## config.mk

```make
export PLATFORM = sky130hd
export DESIGN_NAME = ftoi_pipe
export DESIGN_NICKNAME = d
export VERILOG_FILES = /design/src/rtl/ftoi_pipe.sv
export SDC_FILE = /design/constraint.sdc
export NUM_CORES = 1
export LEC_CHECK = 0
export ABC_AREA = 1
export CAP_MARGIN = 5
export CORE_MARGIN = 2
export CORE_UTILIZATION = 33
export CTS_BUF_LIST = sky130_fd_sc_hd__clkbuf_8
export CTS_CLUSTER_DIAMETER = 100
export DETAILED_ROUTE_END_ITERATION = 10
export DONT_BUFFER_PORTS = 1
export GPL_TIMING_DRIVEN = 0
export PLACE_DENSITY_LB_ADDON = 0.1
export SETUP_SLACK_MARGIN = 0.5
export SYNTH_ARGS = -nofsm -noshare
export SYNTH_HDL_FRONTEND = slang
export SYNTH_SLANG_ARGS = --single-unit
```

## constraint.sdc

```tcl
create_clock -name clk -period 12.1 [get_ports clk]
set_input_delay 2.42 -clock clk [delete_from_list [all_inputs] [get_ports clk]]
set_output_delay 2.42 -clock clk [all_outputs]
set_load 0.1 [all_outputs]
```

## src/rtl/ftoi_pipe.sv

```systemverilog
// ftoi_pipe
// Two-stage pipelined IEEE-754 single precision -> signed int32 converter.
// Rounds to nearest with ties away from zero and saturates NaN, infinity and
// out-of-range inputs, flagging those with out_ovf.
//
// Ports
//   clk        clock, all state on the rising edge
//   rst        asynchronous active-high reset
//   in_valid   in_data holds a float this cycle
//   in_ready   stage 1 accepts in_data this cycle (combinational)
//   in_data    float: [31] sign, [30:23] biased exponent, [22:0] mantissa
//   out_valid  out_data/out_ovf hold a result
//   out_ready  consumer accepts the result this cycle
//   out_data   signed int32 result
//   out_ovf    result was saturated
module ftoi_pipe (
    input  logic        clk,
    input  logic        rst,
    input  logic        in_valid,
    output logic        in_ready,
    input  logic [31:0] in_data,
    output logic        out_valid,
    input  logic        out_ready,
    output logic [31:0] out_data,
    output logic        out_ovf
);

    // Input classes decided in stage 1 so stage 2 only has to shift and round.
    typedef enum logic [2:0] {
        CLS_ZERO,   // zero, denormal or |x| < 0.5
        CLS_HALF,   // 0.5 <= |x| < 1, always rounds to magnitude 1
        CLS_NORM,   // 1 <= |x| < 2^31
        CLS_SAT,    // infinity or |x| >= 2^31, saturate by sign
        CLS_NAN,    // NaN, saturates positive
        CLS_MIN     // exactly -2^31, representable without saturation
    } cls_t;

    logic        s2_adv;
    logic        s1_adv;

    logic [7:0]  in_exp;
    logic [22:0] in_mant;
    cls_t        cls_d;
    logic [4:0]  shift_d;

    logic        s1_valid;
    logic        s1_sign;
    cls_t        s1_cls;
    logic [23:0] s1_sig;
    logic [4:0]  s1_shift;

    logic [31:0] sig32;
    logic [31:0] mag;
    logic        rnd;
    logic [31:0] mag_r;
    logic [31:0] res_d;
    logic        ovf_d;

    // A stage may advance when whatever it holds can move forward or is a bubble.
    assign s2_adv   = !out_valid || out_ready;
    assign s1_adv   = !s1_valid || s2_adv;
    assign in_ready = s1_adv;

    assign in_exp  = in_data[30:23];
    assign in_mant = in_data[22:0];

    // Stage 1 decode. For exponents 127..157 the unbiased value exp-127 lies in
    // 0..30, and modulo 32 that equals exp[4:0]+1, which avoids a wide subtract.
    always_comb begin
        cls_d   = CLS_ZERO;
        shift_d = 5'd0;
        if (in_exp == 8'd255) begin
            cls_d = (in_mant != 23'd0) ? CLS_NAN : CLS_SAT;
        end else if (in_exp >= 8'd158) begin
            cls_d = (in_data == 32'hCF00_0000) ? CLS_MIN : CLS_SAT;
        end else if (in_exp >= 8'd127) begin
            cls_d   = CLS_NORM;
            shift_d = in_exp[4:0] + 5'd1;
        end else if (in_exp == 8'd126) begin
            cls_d = CLS_HALF;
        end
    end

    // Stage 1 registers: valid follows the handshake, payload loads only when
    // a new item is actually accepted.
    always_ff @(posedge clk or posedge rst) begin
        if (rst) begin
            s1_valid <= 1'b0;
            s1_sign  <= 1'b0;
            s1_cls   <= CLS_ZERO;
            s1_sig   <= 24'd0;
            s1_shift <= 5'd0;
        end else if (s1_adv) begin
            s1_valid <= in_valid;
            if (in_valid) begin
                s1_sign  <= in_data[31];
                s1_cls   <= cls_d;
                s1_sig   <= {1'b1, in_mant};
                s1_shift <= shift_d;
            end
        end
    end

    assign sig32 = {8'd0, s1_sig};

    // Stage 2 magnitude: the binary point of sig sits after bit 23, so a
    // shift of 23 means the significand is already the integer value. Right
    // shifts keep the first discarded bit for rounding; ties go away from zero
    // because the rounding is applied to the magnitude before the sign.
    always_comb begin
        mag = 32'd0;
        rnd = 1'b0;
        if (s1_cls == CLS_NORM) begin
            if (s1_shift >= 5'd23) begin
                mag = sig32 << (s1_shift - 5'd23);
            end else begin
                mag = sig32 >> (5'd23 - s1_shift);
                rnd = s1_sig[5'd22 - s1_shift];
            end
        end else if (s1_cls == CLS_HALF) begin
            rnd = 1'b1;
        end
        mag_r = mag + {31'd0, rnd};
    end

    // Stage 2 sign application and saturation.
    always_comb begin
        res_d = 32'd0;
        ovf_d = 1'b0;
        case (s1_cls)
            CLS_NORM, CLS_HALF: res_d = s1_sign ? (32'd0 - mag_r) : mag_r;
            CLS_SAT: begin
                res_d = s1_sign ? 32'h8000_0000 : 32'h7FFF_FFFF;
                ovf_d = 1'b1;
            end
            CLS_NAN: begin
                res_d = 32'h7FFF_FFFF;
                ovf_d = 1'b1;
            end
            CLS_MIN: res_d = 32'h8000_0000;
            default: res_d = 32'd0;
        endcase
    end

    // Output registers hold their value while the consumer stalls.
    always_ff @(posedge clk or posedge rst) begin
        if (rst) begin
            out_valid <= 1'b0;
            out_data  <= 32'd0;
            out_ovf   <= 1'b0;
        end else if (s2_adv) begin
            out_valid <= s1_valid;
            if (s1_valid) begin
                out_data <= res_d;
                out_ovf  <= ovf_d;
            end
        end
    end

endmodule

```

; ---- Yosys cells after proc, flatten, opt, wreduce, memory -nomap -nowiden
; Index checks and enable logic that the tools add are counted.
[classes]
n_shift = 2
magnitude_cmp = 4
add_sub_neg = 6
n_eq_ne = 8
n_reduce_logical = 9
n_mux = 20
[op_table]
columns = op, count
row1 = 2-to-1 mux 32 bit, 4
row2 = case mux 32 bit (4 select lines), 1
row3 = adder 32 x 1 -> 32 bit, 1
row4 = "== test 32 bit, second input constant", 1
row5 = << shifter 24 x 5 -> 32 bit, 1
row6 = >> shifter 24 x 5 -> 32 bit, 1
row7 = "subtractor 1 x 32 -> 32 bit, first input constant", 1
row8 = nonzero test 23 bit, 1
row9 = 2-to-1 mux 5 bit, 3
row10 = 2-to-1 mux 3 bit, 4
row11 = "subtractor 5 bit, first input constant", 2
row12 = "== test 8 x 7 -> 1 bit, second input constant", 1
row13 = "== test 8 bit, second input constant", 1
row14 = "greater-or-equal comparator 8 x 7 -> 1 bit, second input constant", 1
row15 = "greater-or-equal comparator 8 bit, second input constant", 1
row16 = "== test 3 x 2 -> 1 bit, second input constant", 2
row17 = "== test 3 bit, second input constant", 2
row18 = "less-than comparator 5 x 6 -> 1 bit, second input constant", 1
row19 = 2-to-1 mux 1 bit, 6
row20 = "adder 5 x 1 -> 5 bit, second input constant", 1
row21 = binary-select mux 1 bit (select 5 bit), 1
row22 = "greater-or-equal comparator 5 bit, second input constant", 1
row23 = "subtractor 5 bit, second input constant", 1
row24 = AND reduction 2 bit, 2
row25 = 5 further kinds, 8
[word_totals]
word_cells = 57
inputBits = 36
regBits = 68
output_inout_bits = 35

; ---- Logic depth before layout (Yosys ltp)
; Gate-level depths: netlist of the first run.
[depth]
depth_word = 9
depth_mapped = 32
ltp_nobuf = 30

; ---- Worst setup path before layout of the first run
; No wires, ideal clock.
[synth_path]
path_kind = input-to-output
startpoint = input port out_ready
endpoint = output port in_ready
t_required_ps = 9680
cell_stages = 2
slack_ps = 6452
arrival_time_ps = 3228
cell_sequence = inv_1 -> nand3_1
[synth_between]
elab_chain_len = 2
[synth_lines]
columns = element, line_no
row1 = start: declaration, 23  ; input logic out_ready,
row2 = logical OR 1 bit, 60  ; assign s2_adv = !out_valid || out_ready;
row3 = logical OR 1 bit, 61  ; assign s1_adv = !s1_valid || s2_adv;
row4 = end: declaration, 20  ; output logic in_ready,
; No other way between the ends.

; ---- Worst setup path in the final report of the first run
; Ends and elaborated chain as after synthesis.

==> results of run 1 <==
cell usage in the layout (no fill, tap or decap), types with 4 or more instances in the layout:
master | synthesis | final
nand3b_1 | 6 | 6
a21oi_1 | 33 | 33
nor2_2 | 27 | 27
nand2_4 | 6 | 6
buf_6 | 12 | 12
nand4_1 | 23 | 23
ha_1 | 8 | 8
o21ai_0 | 29 | 29
xor2_1 | 4 | 4
inv_2 | 19 | 19
nor4_1 | 5 | 5
nand3_2 | 14 | 14
nand2_1 | 556 | 556
buf_2 | 20 | 20
buf_4 | 6 | 6
a21o_1 | 10 | 10
o21ai_1 | 11 | 11
nor2_4 | 9 | 9
nor2_1 | 84 | 84
clkbuf_1 | 22 | 22
clkbuf_8 | 0 | 9
nor3_1 | 9 | 9
o211ai_1 | 6 | 6
nand2_2 | 35 | 35
dfrtp_1 | 68 | 68
nand3_1 | 293 | 293
inv_1 | 79 | 79
per-stage QoR:
step	hold slack, ns	cell area, µm²	utilization [%]	power (mW)
6_report	0.5187	8867	36.35	1.509
5_1_grt	0.5588	8867	36.35	1.612
4_1_cts	0.5251	8867	36.35	1.502
3_5_place_dp	0.5059	8651	35.47	1.290
3_3_place_gp	0.4976	8648	35.46	1.295
2_1_floorplan	0.4711	8243	-	1.094
metal layers:
| layer | up-vias | wire, µm |
|---|---|---|
| met5 | - | 0 |
| met4 | 0 | 1220 |
| met3 | 59 | 2288 |
| met2 | 434 | 13040 |
| met1 | 4425 | 16260 |
| li1 | 4718 | - |
how the worst max path moves through the flow:
stage,cells after the start,end,start
3_3_place_gp,2,in_ready,out_ready
5_1_grt,24,out_data[29],s1_shift[3]
6_report,2,in_ready,out_ready
4_1_cts,2,in_ready,out_ready
2_1_floorplan,2,in_ready,out_ready
3_5_place_dp,2,in_ready,out_ready
flip-flops by register name (all words and copies together), names as in the netlist:
| name | flops |
|---|---|
| out_valid | 1 |
| s1_shift | 5 |
| s1_sign | 1 |
| s1_cls | 3 |
| s1_sig | 24 |
| s1_valid | 1 |
| out_data | 32 |
| out_ovf | 1 |
where the power goes:
part	internal, mW	switching, mW	total [mW]
Combinational	0.207	0.484	0.691
Sequential	0.273	0.338	0.611
Clock	0.115	0.0918	0.207
Total	0.596	0.913	1.51
final cells by class:
cell class                      count  area, µm²
Fill cell                        2781      15520
Tap cell                          324      405.4
Clock buffer                        9      123.9
Sequential cell                    68       1702
Clock inverter                      7      92.59
Inverter                          104      406.6
Multi-Input combinational cell   1198       5747
Buffer                             63      390.4
cell families after synthesis:
kind of cell,count (synthesis)
buffers and inverters,167
flip-flops,68
AND/OR/NAND/NOR,1077
AO/OA/AOI/OAI,106
XOR/XNOR,7
adder cells (fa/ha/maj),8
==> impl_metrics.py, run 1 <==
metrics = {
    "floorplanning": {
        "initial_utilization_pct": 33.80,
        "die_h_um": 162.0,
        "die-area_um2": 26260,
        "core-area_um2": 24390,
        "row_count": 57,
        "fp.dieW_um": 162.0,
        "io_pins": 71,
    },
    "timing": {
        "max_freq_mhz": 176.3,
        "layout_min_cycle_time_ns": 5.673,
        "rsz0062_at_grt": "no",
        "slew_headroom_pct": 27.34,
        "fin_worst_skew_ns": 0.01573,
        "worst_slack_ns": 6.427,
        "post-route-period-util_pct": 46.88,
        "worst_pin_slew_ns": 1.087,
        "setup_violations": 0,
        "hold_viol": 0,
        "tns_ns": 0,
        "maxSlewViolCount": 0,
    },
    "synth": {
        "netlist_area_um2": 8243,
        "synth_nets": 1477,
        "ys_seq_elements": 68,
        "synth_top_family_by_area": "simple AND/OR/NAND/NOR gates",
        "netlist_instances": 1433,
        "syn_avg_cell_area_um2": 5.752,
        "synth_common_cells": "nand2_1 (556), nand3_1 (293), nor2_1 (84)",
        "yosysSeqAreaShare_pct": 20.64,
        "synthArstFlopShare_pct": 100.0,
        "synth_most_common_cell": "nand2_1",
        "yosysUniqueCellTypes": 52,
        "synthTopCellsByArea": "nand2_1 (25%), dfrtp_1 (21%), nand3_1 (18%)",
        "synthAdderAreaFrac_pct": 1.214,
        "synth-compound-area-share_pct": 7.590,
        "synth_mux_area_share_pct": 0,
        "synth-simple-area-share_pct": 59.99,
        "synth_top_cell_area_share_pct": 25.32,
        "synth_flop_cell": "dfrtp_1",
        "yosysTopAreaCell": "nand2_1",
        "synth-edff-count": 0,
        "yosys_warnings": 0,
        "synth-xor-area-share_pct": 0.9259,
    },
    "grt": {
        "grt_overflow": 0,
        "grt_util_met3_pct": 2.681,
        "grt_pass1_vias": 8962,
        "met1_usage_pct": 39.35,
        "grt_max_degree": 69,
        "grt-busiest-layer": "met1",
        "grt_pass1_wl_um": 51870,
        "met2_usage_pct": 35.30,
        "antenna_found_initial": 0,
        "grtUsageTotal_pct": 25.32,
    },
    "finish": {
        "drive_above_1_share_pct": 12.35,
        "area_growth_pct": 7.574,
        "nNetsFinal": 1488,
        "instances_no_fill": 1773,
        "diodes": 0,
    },
    "cts": {
        "clockBufferDepth": 2,
        "cts_resized": 0,
        "cts_tree": "yes",
        "clock_latency_ns": 0.35,
        "clock_sinks": 68,
        "clk_pin_slew_ns": 0.07,
        "cts_post_setup_buffers_inserted": 0,
        "cts_htree_levels": 3,
        "cts_root_buf": "clkbuf_8",
        "cts_hold_buf": 0,
        "cts_inserted_buffers": 9,
    },
    "detailed_routing": {
        "wl_um": 32810,
        "ant_nets": 0,
        "dr.pass1.iters": 6,
        "vias_per_cell": 5.435,
        "drc": 0,
        "drtIter0Drc": 1042,
        "routedWlPerCell_um": 18.50,
        "vias": 9636,
    },
    "critical_path": {
        "cp.arrival_ns": 3.25,
        "crit_family": "simple AND/OR/NAND/NOR gates",
        "critical_path.cell_chain": "inv_1 -> nand3_1",
        "rr_startpoint": "s1_shift[3]",
        "crit_required_ns": 9.68,
        "critPathMaxStageDelay_ns": 0.78,
        "path_class": "in2out",
        "r2r_cells": 24,
        "cp_num_buf_inv": 1,
        "endpoint_kind": "primary output",
        "rrSetupSlack_ns": 6.75,
        "critical_path.max_fanout": 3,
        "start_kind": "input pin",
        "cp_slowest_cell": "nand3_1",
        "r2r_end": "out_data[29]",
    },
    "power_and_ir_drop": {
        "power_leakage_nw": 4.651,
        "ir_drop_v": 0.0001501,
        "p_per_area_nw_per_um2": 170.2,
    },
    "place": {
        "gp_congestion": 0.9616,
        "dp_cells": 1757,
        "dpl_worst_slack_ns": 6.424,
        "dp_hpwl_um": 27010,
        "port_buffers": 0,
    },
    "min_path": {
        "hold_depth": 2,
        "worstHoldEndpoint": "s1_sig[6]",
        "holdCritStartpoint": "s1_sig[6]",
        "worstHoldPathType": "reg2reg",
    },
    "flow_run": {
        "drv_cap": 0,
    },
    "run_status": {
        "status": "finished, final reports clean",
    },
}
No activity file was read; power rests on OpenSTA's default activity.
==> run 2, diff against run 1 <==
==> constraint.sdc (replaced) <==
create_clock -name clk -period 5.7 [get_ports clk]
set_input_delay 1.14 -clock clk [delete_from_list [all_inputs] [get_ports clk]]
set_output_delay 1.14 -clock clk [all_outputs]
set_load 0.1 [all_outputs]
==> run 2 against run 1 <==
Global-route usage stayed put; final cell count unchanged; register-to-register slack got worse by 5.9 ns; critical endpoint is now out_data[14]; setup slack worse by 5.6 ns; combinational power is 110% higher; largest cell class unchanged; wire length is 0.21% higher; total power up 110%; non-clock buffer count unchanged; sequential power rose by 110%; sequential cell count stayed put; utilization increased by 0.077 points; critical path depth rose by 20.
==> impl_metrics.py, run 2 (synthesized netlist as in run 1, its figures left out) <==
metrics = {
    "finish": {
        "largest_reg_flops": 32,
        "top_regs": "out_data: 32 flops, s1_sig: 24 flops, s1_shift: 5 flops",
        "nNetsFinal": 1488,
        "regMostFlops": "out_data",
        "diodes": 0,
        "area_growth_pct": 7.802,
        "final_common_cell": "nand2_1",
        "final_cell_mix": "nand2_1 (556), nand3_1 (293), nor2_1 (84), inv_1 (79), dfrtp_1 (68)",
        "instances_no_fill": 1773,
        "fin_util_pct": 36.43,
        "drive_above_1_share_pct": 12.70,
        "finalInstanceArea_um2": 8886,
    },
    "detailed_routing": {
        "routedWlPerCell_um": 18.54,
        "dr.pass1.iters": 5,
        "ant_nets": 0,
        "vias": 9659,
        "wl_um": 32870,
        "vias_per_cell": 5.448,
        "drtIter0Drc": 971,
        "drc": 0,
    },
    "critical_path": {
        "endpoint_kind": "register",
        "cp.arrival_ns": 5.12,
        "start_kind": "register",
        "crit_family": "simple AND/OR/NAND/NOR gates",
        "crit_top_cell": "nand2_1",
        "rr_startpoint": "s1_shift[3]",
        "cp_slowest_cell": "dfrtp_1",
        "rrSetupSlack_ns": 0.82,
        "worstSetupStartpoint": "s1_shift[3]",
        "crit_required_ns": 5.94,
        "path_class": "reg2reg",
        "critical_path.cell_chain": "inv_2 -> clkbuf_2 -> ha_1 -> inv_1 -> clkbuf_2 -> o211ai_1 -> o221ai_1 -> a21oi_1 -> ha_2 -> ha_4 -> nand2_4 -> nor2_8 -> nand3b_1 -> nand2_1 -> nand3_1 -> nor2_2 -> nand3_2 -> o21ai_2 -> xor2_1 -> o21ai_0 -> nand2_1 -> nand2_1",
        "cp_num_buf_inv": 4,
        "critPathMaxStageDelay_ns": 0.56,
        "critical_path.max_fanout": 10,
    },
    "place": {
        "dp_cells": 1757,
        "port_buffers": 0,
        "gp_congestion": 0.9616,
        "placed_cell_area_um2": 8651,
        "dp_hpwl_um": 27010,
    },
    "timing": {
        "post-route-period-util_pct": 85.63,
        "max_freq_mhz": 204.9,
        "setup_violations": 0,
        "slew_headroom_pct": 27.47,
        "worst_pin_slew_ns": 1.085,
        "tns_ns": 0,
        "fin_worst_skew_ns": 0.01512,
        "hold_viol": 0,
        "maxSlewViolCount": 0,
        "rsz0062_at_grt": "no",
        "layout_min_cycle_time_ns": 4.881,
    },
    "cts": {
        "cts_resized": 1,
        "clk_pin_slew_ns": 0.08,
        "cts_tree": "yes",
        "cts_inserted_buffers": 9,
        "clock_sinks": 68,
        "clockBufferDepth": 2,
        "cts_post_setup_buffers_inserted": 0,
        "clock_latency_ns": 0.35,
        "cts_root_buf": "clkbuf_8",
        "cts_hold_buf": 0,
        "cts_htree_levels": 3,
    },
    "grt": {
        "grt_pass1_wl_um": 51870,
        "grtUsageTotal_pct": 25.32,
        "grt_max_degree": 69,
        "met1_usage_pct": 39.35,
        "grt-busiest-layer": "met1",
        "antenna_found_initial": 0,
        "grt_util_met3_pct": 2.681,
        "grt_overflow": 0,
        "grt_pass1_vias": 8962,
        "met2_usage_pct": 35.30,
    },
    "floorplanning": {
        "initial_utilization_pct": 33.80,
        "io_pins": 71,
        "row_count": 57,
        "core-area_um2": 24390,
        "die_h_um": 162.0,
        "fp.dieW_um": 162.0,
        "die-area_um2": 26260,
    },
    "power_and_ir_drop": {
        "total_power_mw": 3.208,
        "ir_drop_v": 0.0003178,
        "power_leakage_nw": 4.655,
        "p_per_area_nw_per_um2": 361.0,
    },
    "run_status": {
        "status": "finished, final reports clean",
    },
    "min_path": {
        "holdCritStartpoint": "s1_sig[6]",
        "worstHoldPathType": "reg2reg",
    },
    "flow_run": {
        "drv_cap": 0,
    },
}
run 2: final cells by class:
cell class / instances / area (µm²)
clock buffers: 9 / 123.9
well taps: 324 / 405.4
plain buffers: 63 / 394.1
fillers: 2780 / 15500
flip-flops and latches: 68 / 1702
multi-input cells: 1198 / 5762
clock inverters: 7 / 92.59
inverters: 104 / 406.6
run 2: path summary, 6_finish.rpt:
kind | cells after the start | to
worst min-delay path | 2 | s1_sig[6]
max in group asynchronous | 1 | s1_sig[3]
worst max-delay path | 22 | out_data[14]
min in group asynchronous | 1 | out_data[20]
worst min register to register | 2 | s1_sig[6]
worst max register to register | 22 | out_data[14]
run 2: report_power, final:
| part | internal [mW] | leakage, nW | switching [mW] |
|---|---|---|---|
| clock network | 0.245 | 0.107 | 0.195 |
| logic | 0.443 | 3.68 | 1.03 |
| registers | 0.580 | 0.867 | 0.717 |
| total | 1.27 | 4.66 | 1.94 |
run 2: metal layers:
metal / vias to the layer above / wire, µm
li1: 4723 / -
met1: 4406 / 16210
met2: 468 / 13010
met3: 62 / 2439
met4: 0 / 1217
met5: - / 0
run 2: through the flow:
step,hold WS (ns),setup WS (ns)
floorplan,0.4711,1.742
global placement,0.4976,0.4074
detailed placement,0.5059,0.5087
CTS,0.5251,0.6452
global route,0.5588,0.5278
finish,0.5185,0.8190
run 2: worst min-delay path, stage by stage (launching register included):
cell     delay, ns
dfrtp_1       0.37
nand2_1       0.06
nand2_1       0.05
==> run 3, diff against run 2 <==
--- a/config.mk
+++ b/config.mk
@@ -15,7 +15,6 @@
 export DONT_BUFFER_PORTS = 1
 export GPL_TIMING_DRIVEN = 0
 export PLACE_DENSITY_LB_ADDON = 0.1
-export SETUP_SLACK_MARGIN = 0.5
 export SYNTH_ARGS = -nofsm -noshare
 export SYNTH_HDL_FRONTEND = slang
 export SYNTH_SLANG_ARGS = --single-unit
==> run 3 against run 2 <==
Die area stayed put; register-to-register slack got worse by 0.17 ns; clock power about the same; total power decreased by 0.14%; sequential share of layout area about the same; global-route usage is the same; worst hold slack better by 0.0017 ns; clock skew about the same; wire length is 0.41% lower; highest routed layer unchanged.
==> impl_metrics.py, run 3 (synthesized netlist as in run 1, its figures left out) <==
metrics = {
    "run_status": {
        "status": "finished, final reports clean",
    },
    "detailed_routing": {
        "vias": 9591,
        "ant_nets": 0,
        "routedWlPerCell_um": 18.48,
        "vias_per_cell": 5.413,
        "dr.pass1.iters": 6,
        "drtIter0Drc": 1022,
        "wl_um": 32740,
        "drc": 0,
    },
    "timing": {
        "setup_violations": 0,
        "worst_hold_slack_ns": 0.5202,
        "post-route-period-util_pct": 88.61,
        "rsz0062_at_grt": "no",
        "worst_slack_ns": 0.6492,
        "tns_ns": 0,
        "slew_headroom_pct": 27.34,
        "hold_viol": 0,
        "fin_worst_skew_ns": 0.01556,
        "max_freq_mhz": 198.0,
        "worst_pin_slew_ns": 1.087,
        "layout_min_cycle_time_ns": 5.051,
        "maxSlewViolCount": 0,
    },
    "finish": {
        "top_regs": "out_data: 32 flops, s1_sig: 24 flops, s1_shift: 5 flops",
        "diodes": 0,
        "ff_latch_area_um2": 1702,
        "final_common_cell": "nand2_1",
        "regMostFlops": "out_data",
        "fin_util_pct": 36.34,
        "fillers": 2780,
        "nNetsFinal": 1487,
        "largest_reg_flops": 32,
        "area_growth_pct": 7.529,
        "drive_above_1_share_pct": 12.36,
        "instances_no_fill": 1772,
        "finalInstanceArea_um2": 8864,
        "final_cell_mix": "nand2_1 (556), nand3_1 (293), nor2_1 (84), inv_1 (79), dfrtp_1 (68)",
        "multiInputGateArea_um2": 5747,
    },
    "min_path": {
        "worstHoldPathType": "reg2reg",
    },
    "critical_path": {
        "rr_startpoint": "s1_shift[1]",
        "path_class": "reg2reg",
        "cp.depth": 27,
        "endpoint_kind": "register",
        "critical_path.max_fanout": 10,
        "cp.arrival_ns": 5.29,
        "crit_end": "out_data[29]",
        "cp_slowest_cell": "dfrtp_1",
        "cp_num_buf_inv": 4,
        "r2r_end": "out_data[29]",
        "start_kind": "register",
        "r2r_cells": 27,
        "critPathMaxStageDelay_ns": 0.46,
        "crit_top_cell": "nand2_1",
        "crit_family": "simple AND/OR/NAND/NOR gates",
        "crit_required_ns": 5.94,
        "rrSetupSlack_ns": 0.65,
        "worstSetupStartpoint": "s1_shift[1]",
    },
    "place": {
        "gp_congestion": 0.9616,
        "dp_cells": 1757,
        "dp_hpwl_um": 27010,
        "placed_cell_area_um2": 8651,
        "dpl_worst_slack_ns": 0.5087,
        "port_buffers": 0,
    },
    "flow_run": {
        "drv_cap": 0,
    },
    "grt": {
        "grt-busiest-layer": "met1",
        "grt_max_degree": 69,
        "met2_usage_pct": 35.30,
        "grt_overflow": 0,
        "grt_util_met3_pct": 2.681,
        "grtUsageTotal_pct": 25.32,
        "antenna_found_initial": 0,
        "met1_usage_pct": 39.35,
        "grt_pass1_wl_um": 51870,
        "grt_pass1_vias": 8962,
    },
    "power_and_ir_drop": {
        "total_power_mw": 3.203,
        "p_per_area_nw_per_um2": 361.4,
        "ir_drop_v": 0.0003186,
        "power_leakage_nw": 4.650,
    },
    "cts": {
        "cts_post_setup_buffers_inserted": 0,
        "clk_pin_slew_ns": 0.08,
        "cts_root_buf": "clkbuf_8",
        "clockBufferDepth": 2,
        "clock_latency_ns": 0.35,
        "cts_htree_levels": 3,
        "cts_inserted_buffers": 9,
        "cts_tree": "yes",
        "cts_hold_buf": 0,
        "cts_resized": 0,
        "clock_sinks": 68,
    },
    "floorplanning": {
        "fp.dieW_um": 162.0,
        "row_count": 57,
        "core-area_um2": 24390,
        "die-area_um2": 26260,
        "die_h_um": 162.0,
        "io_pins": 71,
        "initial_utilization_pct": 33.80,
    },
}
-- run 3: cell count changes in the layout (fill, tap and decap cells not counted) --
cell      change
clkbuf_1      +2
clkbuf_2      -3
ha_1          +2
ha_2          -1
ha_4          -1
-- run 3: how the worst min path moves through the flow --
| stage | from | end | slack (ns) | cells after the start |
|---|---|---|---|---|
| floorplan | s1_sig[0] | s1_sig[0] | 0.47 | 2 |
| global placement | s1_sig[6] | s1_sig[6] | 0.50 | 2 |
| detailed placement | s1_sig[6] | s1_sig[6] | 0.51 | 2 |
| CTS | s1_sig[6] | s1_sig[6] | 0.53 | 2 |
| global route | s1_sig[10] | s1_sig[10] | 0.56 | 2 |
| finish | s1_sig[6] | s1_sig[6] | 0.52 | 2 |
-- run 3: report_power, final --
part | switching, mW | total [mW] | internal, mW
registers | 0.717 | 1.30 | 0.580
clock network | 0.195 | 0.439 | 0.245
logic | 1.03 | 1.47 | 0.440
total | 1.94 | 3.20 | 1.26
-- run 3: cell type report --
type	count	share of cell area, %
inverters	104	4.588
clock inverters	7	1.045
clock buffers	9	1.398
multi-input cells	1198	64.84
well taps	324	4.574
flip-flops and latches	68	19.20
plain buffers	62	4.362
-- run 3: worst register-to-register path: cells and delay by family, from the launching register on --
family | cells | cell delay [ns]
simple gates | 18 | 2.43
fa+ha+maj | 3 | 1.03
buf+inv | 4 | 0.64
flops | 1 | 0.46
compound gates | 2 | 0.39
-- run 3: per-layer routing --
layer | share of wire [%] | wire length, µm
met2 | 39 | 12920
met5 | 0 | 0
met4 | 3.9 | 1267
met3 | 7.0 | 2286
met1 | 50 | 16260
